==> src/rtl/rel_fifo_pop_stage.sv <==
// TMR-protected pop stage: turns a FIFO empty/pop interface into a registered valid/ready stream.
// Define REL_FIFO_POP_STAGE_STICKY_FAULT_EN to make fault_o a registered, sticky flag cleared by flush.
module rel_fifo_pop_stage #(
    parameter int unsigned DataWidth = 39,
    parameter bit          TmrStatus = 1'b0,
    parameter int unsigned HsWidth   = TmrStatus ? 3 : 1
) (
    input  logic                 clk_i,
    input  logic                 rst_ni,
    input  logic [HsWidth-1:0]   flush_i,
    input  logic [HsWidth-1:0]   fifo_empty_i,
    input  logic [DataWidth-1:0] fifo_data_i,
    output logic [HsWidth-1:0]   fifo_pop_o,
    output logic [HsWidth-1:0]   valid_o,
    input  logic [HsWidth-1:0]   ready_i,
    output logic [DataWidth-1:0] data_o,
    output logic                 fault_o
);
    localparam int unsigned NumRep = 3;
    localparam logic        EMPTY  = 1'b0;
    localparam logic        FULL   = 1'b1;

    function automatic logic maj3(input logic [NumRep-1:0] v);
        return (v[0] & v[1]) | (v[1] & v[2]) | (v[0] & v[2]);
    endfunction

    function automatic logic split3(input logic [NumRep-1:0] v);
        return (|v) & ~(&v);
    endfunction

    logic [NumRep-1:0]    empty_r;
    logic [NumRep-1:0]    ready_r;
    logic [NumRep-1:0]    flush_r;
    logic [NumRep-1:0]    vld_q;
    logic [NumRep-1:0]    vld_d;
    logic [NumRep-1:0]    vld_n;
    logic [NumRep-1:0]    pop;
    logic                 load;
    logic                 vld_vote;
    logic                 ready_vote;
    logic                 flush_vote;
    logic                 mismatch;
    logic [DataWidth-1:0] data_q;

    // Replica inputs: per-replica bits, or one bit fanned out to all three
    if (TmrStatus) begin : g_tmr_in
        assign empty_r = fifo_empty_i;
        assign ready_r = ready_i;
        assign flush_r = flush_i;
    end else begin : g_fan_in
        assign empty_r = {NumRep{fifo_empty_i}};
        assign ready_r = {NumRep{ready_i}};
        assign flush_r = {NumRep{flush_i}};
    end

    always_ff @(posedge clk_i or negedge rst_ni) begin
        if (!rst_ni) begin
            vld_q <= {NumRep{EMPTY}};
        end else begin
            vld_q <= vld_d;
        end
    end

    // Per-replica handshake; every replica registers the majority of all three next states
    always_comb begin
        pop   = '0;
        vld_n = '0;
        vld_d = '0;
        for (int r = 0; r < int'(NumRep); r++) begin
            pop[r] = ~empty_r[r] & (~vld_q[r] | ready_r[r]) & ~flush_r[r];
            if (flush_r[r]) begin
                vld_n[r] = EMPTY;
            end else if (pop[r]) begin
                vld_n[r] = FULL;
            end else if (ready_r[r]) begin
                vld_n[r] = EMPTY;
            end else begin
                vld_n[r] = vld_q[r];
            end
        end
        for (int r = 0; r < int'(NumRep); r++) begin
            vld_d[r] = maj3(vld_n);
        end
    end

    always_comb begin
        load       = maj3(pop);
        vld_vote   = maj3(vld_q);
        ready_vote = maj3(ready_r);
        flush_vote = maj3(flush_r);
        mismatch   = split3(vld_n) | split3(pop) | (|({NumRep{load}} ^ pop));
        if (!TmrStatus) begin
            mismatch = mismatch | split3(vld_q);
        end
    end

    if (TmrStatus) begin : g_tmr_out
        assign fifo_pop_o = pop;
        assign valid_o    = vld_q;
    end else begin : g_voted_out
        assign fifo_pop_o = load;
        assign valid_o    = vld_vote;
    end

    // Single data copy; the ECC codeword is passed through untouched
    always_ff @(posedge clk_i or negedge rst_ni) begin
        if (!rst_ni) begin
            data_q <= '0;
        end else if (load) begin
            data_q <= fifo_data_i;
        end
    end

    assign data_o = data_q;

`ifdef REL_FIFO_POP_STAGE_STICKY_FAULT_EN
    logic fault_q;
    logic fault_d;

    assign fault_d = flush_vote ? 1'b0 : (fault_q | mismatch);

    always_ff @(posedge clk_i or negedge rst_ni) begin
        if (!rst_ni) begin
            fault_q <= 1'b0;
        end else begin
            fault_q <= fault_d;
        end
    end

    assign fault_o = fault_q;
`else
    assign fault_o = mismatch;
`endif

`ifndef SYNTHESIS
    a_no_pop_when_empty: assert property (@(posedge clk_i) disable iff (!rst_ni)
        (pop & empty_r) == '0);
    a_valid_drop: assert property (@(posedge clk_i) disable iff (!rst_ni)
        $fell(vld_vote) |-> $past(ready_vote || flush_vote));
    a_data_stable: assert property (@(posedge clk_i) disable iff (!rst_ni)
        (vld_vote && !ready_vote) |=> $stable(data_o));
`endif

endmodule

==> config.mk <==
export PLATFORM = sky130hd
export DESIGN_NAME = rel_fifo_pop_stage
export DESIGN_NICKNAME = d
export VERILOG_FILES = /design/src/rtl/rel_fifo_pop_stage.sv
export SDC_FILE = /design/constraint.sdc
export NUM_CORES = 1
export LEC_CHECK = 0
export CAP_MARGIN = 10
export CORE_MARGIN = 3
export CORE_UTILIZATION = 60
export CTS_CLUSTER_DIAMETER = 40
export CTS_CLUSTER_SIZE = 28
export DETAILED_ROUTE_END_ITERATION = 6
export DONT_BUFFER_PORTS = 1
export GPL_TIMING_DRIVEN = 0
export PLACE_DENSITY = 0.73
export SYNTH_ARGS = -nofsm -noshare
export SYNTH_HDL_FRONTEND = slang
export SYNTH_SLANG_ARGS = --single-unit
==> constraint.sdc <==
create_clock -name clk_i -period 2 [get_ports clk_i]
set_clock_uncertainty 0.05 [all_clocks]
set_input_delay 0.5 -clock clk_i [delete_from_list [all_inputs] [get_ports clk_i]]
set_output_delay 0.5 -clock clk_i [all_outputs]
set_load 0.01 [all_outputs]
* Yosys cells after proc, flatten, opt, wreduce, memory -nomap -nowiden
Cells that the tools add are included. W data, S select, Z words.
Storage, ports and cells: input port bits 44, bits in latches 0, ROM bits 0, memories 0, output and inout port bits 42, memory bits (writable) 0, register bits after elaboration 40, logic and storage cells 57
Operators by class: multiply operators 0, reduce and logical (&&, ||, !) cells 7, bitwise logic cells 39, mux-type cells 9, divide/modulo/power cells 0, shift-type cells 0, $lt $le $gt $ge 0, equality and inequality tests 0, add/sub/neg operators 0
Operators with widths (number):
- $and A1 B1 Y1 | 18
- $or A1 B1 Y1 | 12
- $reduce_or A3 Y1 | 4
- $mux W1 | 9
- $reduce_and A3 Y1 | 3
- $not A1 Y1 | 8
- $xor A3 B3 Y3 | 1

* Depth between registers and ports, before layout
Gate-level depths: netlist of run 1.
word-level depth 12, mapped depth 5, mapped depth without buffers 3

* Least setup slack after synthesis of run 1
No wires, ideal clock.
path kind input-to-output, start point input flush_i, end point output fifo_pop_o, arrival time 1.248 ns, slack 0.202 ns, stages on the path 4, path buffers 2, data required time 1.450 ns, path through or3_1 buf_6 buf_12 inv_1
Between the ends: word-level cells in the longest chain between the ends 5, elaborated cells between the ends (all ways) 9, those cells by class bitwise (9)
Ends and longest elaborated chain:
- start: declaration | line 10 | input logic [HsWidth-1:0] flush_i,
- $not A1 Y1 * | line 70 | pop[r] = ~empty_r[r] & (~vld_q[r] | ready_r[r]) & ~flush_r[r];
- $and A1 B1 Y1 | line 70
- $and A1 B1 Y1 | line 24 | return (v[0] & v[1]) | (v[1] & v[2]) | (v[0] & v[2]);
- $or A1 B1 Y1 | line 24
- $or A1 B1 Y1 * | line 24
- end: declaration | line 13 | output logic [HsWidth-1:0] fifo_pop_o,
Every way passes the cells marked *; elsewhere a longest branch is shown, timed or not.

* Final worst setup path of run 1
start point register vld_q[0], end point output fifo_pop_o
Between the ends: word-level cells in the longest chain between the ends 7, elaborated cells between the ends (all ways) 17, those cells by class bitwise (17)
Ends and longest elaborated chain:
- start: declaration | line 34 | logic [NumRep-1:0] vld_q;
- start signal: assignment | line 58 | vld_q <= {NumRep{EMPTY}};
- start signal: assignment | line 60 | vld_q <= vld_d;
- $not A1 Y1 | line 70
- $or A1 B1 Y1 | line 70
- $and A1 B1 Y1 (2 in series) | line 70
- $and A1 B1 Y1 | line 24
- $or A1 B1 Y1 | line 24
- $or A1 B1 Y1 * | line 24
Marks and branches as above.

==> impl_metrics.tcl, run 1 <==
set metrics [dict create \
    grt_max_degree 41 \
    synthToLayoutAreaGrowth_pct 7.61 \
    viasPerCell 5.91 \
    clkLatencyLatePin_ns 0.34 \
    place_inst 121 \
    drive_above_1_share 0.578 \
    finalHoldViolCount 0 \
    synthCells 91 \
    r2r-end "data_o[7]" \
    reg2reg_slack_ns 0.15 \
    fin_crit_sh 0.952 \
    antenna_left 0 \
    antenna_cells 0 \
    yosysTopAreaCell "dfrtp_1" \
    yosysWarnings 0 \
    whs_ns 0.156 \
    critPathLaunch "vld_q[0]" \
    wl_per_cell_um 21.7 \
    htree_num_levels 2 \
    use_met2 0.285 \
    portBuffers 0 \
    clk_path_buf_depth 2 \
    design_area_um2 1860 \
    setup.worst_path.end "fifo_pop_o" \
    end_kind "output pin" \
    grtUsageTotal 0.173 \
    vias 780 \
    grt-ovfl-total 0 \
    ios 86 \
    fp.dieH_um 59.6 \
    gp_congestion 0.649 \
    outcome "complete, no violations" \
    globalRouteMet1Util 0.170 \
    fp-row-count 18 \
    cts.sink_count 40 \
    p_total_mw 1.82 \
    layout_common_cells "dfrtp_1, mux2_4, clkbuf_4" \
    worstSetupStartpointType "flip-flop" \
    hold_class "input port to flip-flop" \
    p_leak_nw 0.950 \
    vdd_drop_max_v 0.000719 \
    drv_slew 0 \
    reg2reg_depth 6 \
    core_um2 2610 \
    clk_pin_slew_worst_paths_ns 0.10 \
    use_met3 0.0937 \
    drt-pass1-iter-count 2 \
    drt_iter0_markers 21 \
    nFillCells 197 \
    final-seq-area_um2 1000 \
    final_common_cell "dfrtp_1" \
    crit_type "flip-flop to output pin" \
    antenna_found_initial 0 \
    synth-seq-cells 40 \
    synth-seq-area-share 0.580 \
    drc 0 \
    routed_wl_um 2860 \
    first_global_vias 889 \
    fin_nets 145 \
    cts_inserted_buffers 5 \
    yosys-top-cells-area "dfrtp_1, mux2_4, buf_12, nor2b_4, buf_6" \
    root_buffer "clkbuf_4" \
    final_cells 132 \
    grt_busiest_layer "met2" \
    fmax_mhz 525 \
    die-area_um2 3560 \
    synth.net_count 135 \
    rr_startpoint "vld_q[0]" \
    cp.required_ns 1.45 \
    setup_viol 0 \
    period_needed_ns 1.90 \
    cap_violations 0 \
    placed_cell_area_um2 1760 \
    tns_ns 0 \
    critPathArrivalTime_ns 1.35 \
    cts_tree "done" \
    grt_pass1_wl_um 4260 \
    die_w_um 59.6 \
    netlist_area_um2 1730 \
    yosysTopAreaCellShare 0.580 \
    initial_core_util 0.660 \
    rsz0062_at_grt "false" \
    syn-mean-instance-area_um2 19.0 \
    multi_input_area_um2 627 \
    worstPathMaxFanout 3 \
    power_density_nw_per_um2 980 \
    ys_types 11 \
    hpwl_um 1990 \
]
## sequential cells by signal, summed over array words and instances (netlist names)
| signal | flops |
|---|---|
| data_o | 39 |
| vld_q | 1 |
## worst max-delay path, stage by stage, from the launching register on
cell and delay, ns:
dfrtp_1 0.44, nor2b_4 0.15, or3_4 0.36, inv_4 0.07
## synth_stat cells
library cell and instances:
mux2_4 39, buf_4 1, conb_1 1, nor2_1 1
buf_6 1, and2b_2 1, or3_1 1, inv_1 1
nor2b_4 1, buf_12 4, dfrtp_1 40
## routing by layer
layer | share of wire | routed length (µm) | vias to the layer above
met4 | 0.021 | 61 | 0
met2 | 0.48 | 1380 | 64
met5 | 0 | 0 | -
li1 | - | - | 330
met3 | 0.15 | 419 | 7
met1 | 0.35 | 997 | 379
## how the worst min path moves through the flow
stage,cells past startpoint,endpoint,from
after detailed placement,0,data_o[10],rst_ni
final,1,vld_q[0],flush_i
after global routing,1,vld_q[0],flush_i
after floorplan,0,data_o[0],rst_ni
after CTS,1,vld_q[0],flush_i
after global placement,0,data_o[12],rst_ni
## kinds of logic after synthesis
group | after synthesis | share of synthesized area
buffers and inverters | 7 | 0.0595
flip-flops | 40 | 0.580
multiplexers | 39 | 0.339
other | 1 | 0.00217
AND/OR/NAND/NOR | 4 | 0.0189
## timing repair
action,4_1_cts,5_1_grt
endpoints found under the hold margin,40,0
setup endpoints to repair,1,31
pin swaps,1,1
gates resized for setup,3,1
setup buffers,3,0
hold buffers,2,0
## cell type report
| cell class | count | area share |
|---|---|---|
| Sequential cell | 40 | 0.539 |
| Multi-Input combinational cell | 44 | 0.338 |
| Buffer | 4 | 0.0364 |
| Timing Repair Buffer | 5 | 0.0303 |
| Clock buffer | 6 | 0.0276 |
| Tap cell | 30 | 0.0202 |
| Clock inverter | 2 | 0.00539 |
| Inverter | 1 | 0.00337 |
## per-stage QoR
| stage | worst slack [ns] | utilization |
|---|---|---|
| floorplan | 0.202 | - |
| global placement | 0.181 | 0.675 |
| detailed placement | 0.182 | 0.675 |
| CTS | -0.0484 | 0.713 |
| global route | 0.00591 | 0.711 |
| finish | 0.0958 | 0.711 |
## where the power goes
group / internal, mW / switching [mW]
registers: 0.944 / 0.168
logic: 0.216 / 0.0798
clock network: 0.167 / 0.245
total: 1.33 / 0.492
(Power assumes the default switching activity.)
==> run 2: changes to the inputs <==
--- a/config.mk
+++ b/config.mk
@@ -6,6 +6,7 @@
 export NUM_CORES = 1
 export LEC_CHECK = 0
 export CAP_MARGIN = 10
+export CORE_ASPECT_RATIO = 1.25
 export CORE_MARGIN = 3
 export CORE_UTILIZATION = 60
 export CTS_CLUSTER_DIAMETER = 40
==> impl_metrics.tcl, run 2 (same netlist as run 1, synthesis figures left out) <==
set metrics [dict create \
    outcome "complete, no violations" \
    vias 762 \
    p_leak_nw 0.955 \
    placed_cell_area_um2 1770 \
    grt_pass1_wl_um 4190 \
    fp-row-count 21 \
    initial_core_util 0.638 \
    cts_inserted_buffers 5 \
    die_w_um 54.0 \
    worstPathCellList "nor2b_4, or3_1, buf_6, inv_4" \
    max_stage_delay_ns 0.44 \
    rsz0062_at_grt "true" \
    synthToLayoutAreaGrowth_pct 8.27 \
    grt-ovfl-total 0 \
    gp_congestion 0.633 \
    fin_nets 146 \
    final-seq-area_um2 1000 \
    viasPerCell 5.56 \
    tns_ns 0 \
    final_common_cell "dfrtp_1" \
    clkLatencyLatePin_ns 0.33 \
    finalHoldViolCount 0 \
    drc 0 \
    fmax_mhz 511 \
    antenna_left 0 \
    design_area_um2 1870 \
    drv_slew 0 \
    switching_share 0.268 \
    ios 86 \
    end_kind "output pin" \
    antenna_cells 0 \
    nFillCells 164 \
    cp.required_ns 1.45 \
    largest_reg_flops 39 \
    first_global_vias 851 \
    cts_tree "done" \
    core_um2 2710 \
    path_buf_inv 2 \
    vdd_drop_max_v 0.000640 \
    die-area_um2 3560 \
    portBuffers 0 \
    intPower_mw 1.33 \
    clk_path_buf_depth 2 \
    multi_input_area_um2 622 \
    hold_class "input port to flip-flop" \
    worstPathMaxFanout 3 \
    grt_max_degree 41 \
    layout_common_cells "dfrtp_1, mux2_4, clkbuf_4" \
    drt_iter0_markers 9 \
    worstSetupStartpointType "flip-flop" \
    p_clk_frac 0.225 \
    drive_above_1_share 0.573 \
    htree_num_levels 2 \
    antenna_found_initial 0 \
    power_frac_seq 0.611 \
    path_delay_family "simple AND/OR/NAND/NOR gates" \
    period_needed_ns 1.96 \
    root_buffer "clkbuf_4" \
    grtUsageTotal 0.169 \
    hpwl_um 1930 \
    drt-pass1-iter-count 2 \
    comb_power_share 0.164 \
    power.switching_uw 488 \
    routed_wl_um 2710 \
    cts.sink_count 40 \
    fin_crit_sh 0.979 \
    critPathArrivalTime_ns 1.41 \
    fp.dieH_um 66.0 \
    cp_slowest_cell "dfrtp_1" \
    setup_viol 0 \
    crit_type "flip-flop to output pin" \
    wl_per_cell_um 19.8 \
    clk_pin_slew_worst_paths_ns 0.11 \
    cap_violations 0 \
    power_density_nw_per_um2 973 \
]
[run 2: worst paths after layout]
path	slack, ns	startpoint	cells past startpoint	to
min reg2reg	0.54	data_o[1]	1	data_o[1]
max reg2reg	0.08	vld_q[0]	7	data_o[8]
max	0.04	vld_q[0]	4	fifo_pop_o
min	0.16	flush_i	1	vld_q[0]
max in group asynchronous	1.13	rst_ni	2	data_o[1]
min in group asynchronous	0.58	rst_ni	2	data_o[29]
[run 2: final cells by class]
class	count	share of cell area
plain buffers	5	0.0422
clock buffers	6	0.0275
inverters	1	0.00335
well taps	34	0.0228
clock inverters	2	0.00536
flip-flops and latches	40	0.536
repair buffers	5	0.0301
multi-input cells	44	0.333
[run 2: per-layer routing]
layer / GRT usage / vias to the layer above / part of all wire
li1: - / 326 / -
met1: 0.177 / 374 / 0.34
met2: 0.258 / 58 / 0.49
met3: 0.108 / 4 / 0.16
met4: 0.0767 / 0 / 0.013
met5: 0 / - / 0
[run 2: what timing repair did]
action / 4_1_cts / 5_1_grt
setup buffers: 3 / 0
resized for setup: 3 / 0
pin swaps: 1 / 1
endpoints found under the setup margin: 1 / 22
hold buffers: 2 / 0
endpoints found under the hold margin: 40 / 0
[run 2: power groups by stage]
stage	combinational [mW]	sequential, mW	clock [mW]
after detailed placement	0.278	1.13	0
after CTS	0.303	1.11	0.427
after global routing	0.322	1.13	0.467
after global placement	0.268	1.13	0
final	0.298	1.11	0.409
after floorplan	0.257	1.10	0
[run 2: through the flow]
stage / worst slack [ns] / total power [mW] / hold slack (ns) / util / instances
after detailed placement: 0.180 / 1.41 / 0.155 / 0.653 / 125
after floorplan: 0.202 / 1.35 / 0.154 / - / 91
after CTS: -0.0233 / 1.84 / 0.140 / 0.690 / 137
after global placement: 0.173 / 1.39 / 0.155 / 0.653 / 125
final: 0.0416 / 1.82 / 0.164 / 0.690 / 137
after global routing: -0.0417 / 1.92 / 0.132 / 0.690 / 137
